### src/rtl/slice_add_sequencer_pkg.sv
// Shared types and constants for the two-requester sliced adder sequencer.
// Also holds the single-bit full-adder cell used by the slice adder.
package slice_add_sequencer_pkg;

    localparam int DEFAULT_WIDTH = 16;
    localparam int DEFAULT_SLICE = 4;
    localparam int ID_W          = 1;

    typedef enum logic [1:0] {
        ST_IDLE = 2'd0,
        ST_RUN  = 2'd1,
        ST_DONE = 2'd2
    } state_e;

    // Returns {carry_out, sum} of a single full-adder cell.
    function automatic logic [1:0] full_add(input logic a, input logic b, input logic c);
        return {(a & b) | (a & c) | (b & c), a ^ b ^ c};
    endfunction

endpackage

### src/rtl/slice_csel_adder.sv
// SLICE-bit carry-select adder: two full-adder ripple chains, one assuming
// carry-in 0 and one assuming carry-in 1, with the real carry-in picking the result.
module slice_csel_adder
    import slice_add_sequencer_pkg::*;
#(
    parameter int SLICE = DEFAULT_SLICE
) (
    input  logic [SLICE-1:0] a,
    input  logic [SLICE-1:0] b,
    input  logic             cin,
    output logic [SLICE-1:0] sum,
    output logic             cout
);

    logic [SLICE:0]   c0_s;
    logic [SLICE:0]   c1_s;
    logic [SLICE-1:0] s0_s;
    logic [SLICE-1:0] s1_s;

    // Both speculative ripple chains
    always_comb begin
        c0_s    = '0;
        c1_s    = '0;
        s0_s    = '0;
        s1_s    = '0;
        c0_s[0] = 1'b0;
        c1_s[0] = 1'b1;
        for (int i = 0; i < SLICE; i++) begin
            {c0_s[i+1], s0_s[i]} = full_add(a[i], b[i], c0_s[i]);
            {c1_s[i+1], s1_s[i]} = full_add(a[i], b[i], c1_s[i]);
        end
    end

    // Carry-in selects the precomputed chain
    always_comb begin
        if (cin) begin
            sum  = s1_s;
            cout = c1_s[SLICE];
        end else begin
            sum  = s0_s;
            cout = c0_s[SLICE];
        end
    end

endmodule

### src/rtl/slice_add_sequencer.sv
// Round-robin arbitrated multi-cycle adder: accepts one operation from two
// requesters, adds it SLICE bits per cycle, and holds the result until taken.
module slice_add_sequencer
    import slice_add_sequencer_pkg::*;
#(
    parameter int WIDTH = DEFAULT_WIDTH,
    parameter int SLICE = DEFAULT_SLICE
) (
    input  logic             clk,
    input  logic             rst,
    input  logic             req0_valid,
    output logic             req0_ready,
    input  logic [WIDTH-1:0] req0_a,
    input  logic [WIDTH-1:0] req0_b,
    input  logic             req0_cin,
    input  logic             req1_valid,
    output logic             req1_ready,
    input  logic [WIDTH-1:0] req1_a,
    input  logic [WIDTH-1:0] req1_b,
    input  logic             req1_cin,
    output logic             res_valid,
    input  logic             res_ready,
    output logic [WIDTH-1:0] res_sum,
    output logic             res_cout,
    output logic [ID_W-1:0]  res_id
);

    localparam int NSLICE = WIDTH / SLICE;
    localparam int K_W    = (NSLICE > 1) ? $clog2(NSLICE) : 1;
    localparam logic [K_W-1:0] K_LAST = K_W'(NSLICE - 1);

    state_e            state_q, state_d;
    logic [WIDTH-1:0]  a_q, a_d, b_q, b_d, sum_q, sum_d;
    logic              carry_q, carry_d, cout_q, cout_d;
    logic [ID_W-1:0]   id_q, id_d, last_q, last_d;
    logic [K_W-1:0]    k_q, k_d;

    logic              gnt0_s, gnt1_s;
    logic [SLICE-1:0]  slice_a_s, slice_b_s, slice_sum_s;
    logic              slice_cout_s;

    // Round-robin grant; last_q holds the requester served most recently
    always_comb begin
        gnt0_s = 1'b0;
        gnt1_s = 1'b0;
        if ((state_q == ST_IDLE) && !rst) begin
            if (req0_valid && req1_valid) begin
                if (last_q == ID_W'(1)) begin
                    gnt0_s = 1'b1;
                end else begin
                    gnt1_s = 1'b1;
                end
            end else if (req0_valid) begin
                gnt0_s = 1'b1;
            end else if (req1_valid) begin
                gnt1_s = 1'b1;
            end else begin
                gnt0_s = 1'b0;
                gnt1_s = 1'b0;
            end
        end else begin
            gnt0_s = 1'b0;
            gnt1_s = 1'b0;
        end
    end

    assign req0_ready = gnt0_s;
    assign req1_ready = gnt1_s;

    assign slice_a_s = a_q[k_q*SLICE +: SLICE];
    assign slice_b_s = b_q[k_q*SLICE +: SLICE];

    slice_csel_adder #(.SLICE(SLICE)) u_adder (
        .a    (slice_a_s),
        .b    (slice_b_s),
        .cin  (carry_q),
        .sum  (slice_sum_s),
        .cout (slice_cout_s)
    );

    // Next-state and datapath update
    always_comb begin
        state_d = state_q;
        a_d     = a_q;
        b_d     = b_q;
        sum_d   = sum_q;
        carry_d = carry_q;
        cout_d  = cout_q;
        id_d    = id_q;
        last_d  = last_q;
        k_d     = k_q;
        case (state_q)
            ST_IDLE: begin
                if (gnt0_s) begin
                    a_d     = req0_a;
                    b_d     = req0_b;
                    carry_d = req0_cin;
                    id_d    = ID_W'(0);
                    last_d  = ID_W'(0);
                    k_d     = '0;
                    state_d = ST_RUN;
                end else if (gnt1_s) begin
                    a_d     = req1_a;
                    b_d     = req1_b;
                    carry_d = req1_cin;
                    id_d    = ID_W'(1);
                    last_d  = ID_W'(1);
                    k_d     = '0;
                    state_d = ST_RUN;
                end else begin
                    state_d = ST_IDLE;
                end
            end
            ST_RUN: begin
                sum_d[k_q*SLICE +: SLICE] = slice_sum_s;
                carry_d = slice_cout_s;
                if (k_q == K_LAST) begin
                    cout_d  = slice_cout_s;
                    k_d     = '0;
                    state_d = ST_DONE;
                end else begin
                    k_d     = k_q + K_W'(1);
                    state_d = ST_RUN;
                end
            end
            ST_DONE: begin
                if (res_ready) begin
                    state_d = ST_IDLE;
                end else begin
                    state_d = ST_DONE;
                end
            end
            default: begin
                state_d = ST_IDLE;
            end
        endcase
    end

    // State and datapath registers; reset points the arbiter at req0
    always_ff @(posedge clk) begin
        if (rst) begin
            state_q <= ST_IDLE;
            a_q     <= '0;
            b_q     <= '0;
            sum_q   <= '0;
            carry_q <= 1'b0;
            cout_q  <= 1'b0;
            id_q    <= '0;
            last_q  <= ID_W'(1);
            k_q     <= '0;
        end else begin
            state_q <= state_d;
            a_q     <= a_d;
            b_q     <= b_d;
            sum_q   <= sum_d;
            carry_q <= carry_d;
            cout_q  <= cout_d;
            id_q    <= id_d;
            last_q  <= last_d;
            k_q     <= k_d;
        end
    end

    assign res_valid = (state_q == ST_DONE);
    assign res_sum   = sum_q;
    assign res_cout  = cout_q;
    assign res_id    = id_q;

endmodule

### config.mk
export PLATFORM = sky130hd
export DESIGN_NAME = slice_add_sequencer
export DESIGN_NICKNAME = d
export VERILOG_FILES = /design/src/rtl/slice_add_sequencer_pkg.sv /design/src/rtl/slice_csel_adder.sv /design/src/rtl/slice_add_sequencer.sv
export SDC_FILE = /design/constraint.sdc
export NUM_CORES = 1
export LEC_CHECK = 0
export ABC_CLOCK_PERIOD_IN_PS = 2850
export CAP_MARGIN = 20
export CORE_UTILIZATION = 46
export CTS_CLUSTER_SIZE = 25
export DETAILED_ROUTE_END_ITERATION = 7
export PLACE_DENSITY = 0.8
export SLEW_MARGIN = 15
export SYNTH_ARGS = -nofsm -noshare
export SYNTH_HDL_FRONTEND = slang
export SYNTH_SLANG_ARGS = --single-unit
### constraint.sdc
create_clock -name clk -period 2.85 [get_ports clk]
set_input_delay 0.57 -clock clk [delete_from_list [all_inputs] [get_ports clk]]
set_output_delay 0.57 -clock clk [all_outputs]
set_load 0.005 [all_outputs]
==> run metrics <==
status=finished, final reports clean; final wirelength=roughly 6.9 mm; Final Cycle Share=87.49%; Seq/Total Area, Yosys=about two fifths; Sw Ratio=25.76%; delay-heaviest family, CP=buffers and inverters; GR Layer Usage met2=34.02%; Skew-Pair Late Insertion Delay=around 0.3 ns; Longest Clk Path Bufs=2; worst hold path depth=2; share of Yosys cell area claimed by the top area cell type=40.27%; commonest non-fill, non-tap cell in the layout=clkdlybuf4s50_1; endpoints failing setup=0; PortBufs=between 90 and 100; DRC=0; Least-Margin Pin Slew=0.6678 ns; GR peak layer=met2; initial detailed-routing violation count=179; clock share of power=29.3%; Die Wd=79.80 um; Clock Pin Slew Worst Setup and Hold Paths=0.09 ns; Slew headroom=between 50% and 60%; critical path required time=2.28 ns; layout overhead on the synthesized area=38.11%; CP max stage delay=between 0.5 and 0.6 ns; Wirelength per Cell=about 14 um; Synth Area in XOR/XNOR=1.213%; GPL Wtd Cong=0.8225; post-synthesis adder-cell area fraction=4.944%; CP Launch Type=input port; DP HPWL=roughly 5.1 mm; share of cells above drive strength 1=6.083%; Psw=0.4455 mW; CP Data Arrival Time=about 1.9 ns; Num CTS Buffers=5; Hold Path Class=reg2reg; Worst VDD drop=approximately 0.29 mV; total gr overflow=0; core area=0.005675 sq mm; reg2reg start=k_q[0]; max frequency=401.0 MHz; largest family of logic cells by synthesized area=simple AND/OR/NAND/NOR gates; CP most frequent cell=clkdlybuf4s50_1; first-pass GRT wire length=11.21 mm; initial core utilization=49.05%; logic gate share of total power=20.8%; Cell Pwr Density=449.8 mW/mm^2; I/O pins=92; std cell rows=27; fin nets=~490; CP max FO=4; Leakage=roughly 1.4 nW; Int Pwr=about 1.3 mW; pre-CTS setup slack=0.3099 ns; initial antenna violation count=0; mux contribution to synthesized area=6.876%; Critical Path Sink=req0_ready; Placed Cells=475; vias in the first global route=~2400; endpoints failing hold=0; reg-to-reg slack, setup=0.46 ns; reg2reg end=res_sum[10]; buffer and inverter count on the worst path=3; Design Power=1.730 mW; cell accounting for the most synthesized area=dfxtp_1; vias per cell=5.534; Mean Syn Cell Area=8.462 sq um; H-tree depth=2; GR Util met1=31.17%; largest net degree at the start of global routing=67; Post-Synthesis Cells=approximately 330; Worst R2R Path Depth=6; DR pass1 iterations=4; CTS tree=built; unrepaired setup endpoints after global routing=false; gr usage total=22.19%; Crit Path Class=in2out; n_diodes=0; CP endpoint kind=output port; most frequent cells in the layout=clkdlybuf4s50_1 (90), nand2_1 (75), dfxtp_1 (55); grt met3 use=4.343%; final worst slack=0.3565 ns; syn_nets=around 400; cells along the critical path=clkdlybuf4s50_1 > nand2b_1 > nand3_2 > inv_1 > clkdlybuf4s50_1; sequential share of power=50.0%; Yosys cell types=39; final clock skew=0.01043 ns; CP max stage cell=clkdlybuf4s50_1; clk sink count=56; Compound-Gate Fraction of Synth Area=18.79%; CTS Hold Bufs=0; Die H=79.80 um; Crit. Startpoint=req1_valid; die area=0.006367 sq mm; Yosys reg bits=56; vias post-DR=2673; post-route ant nets=0; simple-gate portion of the synthesized area=22.92%; CP Depth=5; Synthesis Warnings=0; MaxCap Viol Count=0; root buffer cell=clkbuf_8; Post-Synthesis Cell Area=0.002784 sq mm; most area-consuming cells after synthesis=dfxtp_1 (40%), a311oi_1 (10%), nand2_1 (10%), nor2_1 (6.1%), ha_1 (4.9%); minimum clock period=2.494 ns; Slew Limit Fails=0; Non-Filler Instances=483; # fillers=483; setup_tns=0 ns
-- routing by layer --
metal | vias to the layer above | part of all wire, %
met5 | - | 0
met4 | 0 | 1.5
met3 | 11 | 4.9
met2 | 86 | 47
met1 | 1239 | 47
li1 | 1337 | -
-- how the worst min path moves through the flow --
stage                      startpoint     endpoint  slack, ns
after floorplan           res_sum[10]  res_sum[10]       0.45
after global placement    res_sum[10]  res_sum[10]       0.45
after detailed placement  res_sum[10]  res_sum[10]       0.46
after CTS                 res_sum[10]  res_sum[10]       0.47
after global routing      res_sum[10]  res_sum[10]       0.49
final                     res_sum[10]  res_sum[10]       0.47
-- layout make-up --
class | instances | area, sq um | area share [%]
clock buffers | 6 | 72.57 | 1.887
clock inverters | 2 | 35.03 | 0.9112
inverters | 10 | 37.54 | 0.9762
multi-input cells | 239 | 1529 | 39.77
flip-flops and latches | 56 | 1122 | 29.19
well taps | 72 | 90.09 | 2.343
repair buffers | 98 | 958.4 | 24.93
-- cell usage after synthesis, drive strengths merged --
cell	count
or4	1
mux4	8
or3	1
buf	4
nand2	75
dfxtp	56
o31ai	7
nand2b	5
o21bai	1
nand3	3
and3	1
a21oi	8
inv	9
nand3b	4
nor4	1
o22ai	1
nor2	45
o21ai	5
o32ai	1
nor4b	1
clkinv	1
nor2b	4
nor3	6
and3b	1
nand4	1
a22oi	9
a41oi	1
a311oi	33
xor2	1
xnor2	2
a2111oi	1
ha	11
clkbuf	20
or2	1
-- power by group through the flow --
stage | clock network [mW] | registers (mW) | logic [mW]
after floorplan | 0 | 0.866 | 0.205
after global placement | 0 | 0.881 | 0.348
after detailed placement | 0 | 0.882 | 0.357
after CTS | 0.515 | 0.864 | 0.360
after global routing | 0.543 | 0.871 | 0.395
final | 0.506 | 0.864 | 0.359
-- flip-flops by register name, summed over array words and instances, names as in the netlist --
register and flops:
res_cout 1, res_sum 16, k_q 2, a_q 16, res_id 1, b_q 16, carry_q 1, state_q 2
last_q 1
-- worst reg2reg max path: stages (launching register included) --
cell      delay [ns]
dfxtp_2         0.50
mux4_1          0.64
ha_1            0.36
nand2b_1        0.09
o31ai_1         0.47
o21ai_1         0.11
a21oi_1         0.16
-- through the flow --
step | cell area [sq um] | hold slack, ns | utilization (%)
finish | 3845 | 0.4698 | 67.75
global route | 3845 | 0.4890 | 67.75
CTS | 3844 | 0.4670 | 67.72
detailed placement | 3736 | 0.4558 | 65.83
global placement | 3736 | 0.4490 | 65.83
floorplan | 2784 | 0.4483 | -
-- cell families after synthesis --
logic type	count (synthesis)
adder cells (fa/ha/maj)	11
AO/OA/AOI/OAI	67
buffers and inverters	34
AND/OR/NAND/NOR	150
XOR/XNOR	3
multiplexers	8
flip-flops	56
-- what timing repair did --
| item | 4_1_cts | 5_1_grt |
|---|---|---|
| buffers inserted | 0 | 0 |
| endpoints found under the setup margin | 0 | 1 |
| endpoints found under the hold margin | 0 | 0 |
| resized for setup | 0 | 1 |
(Power assumes the default switching activity.)
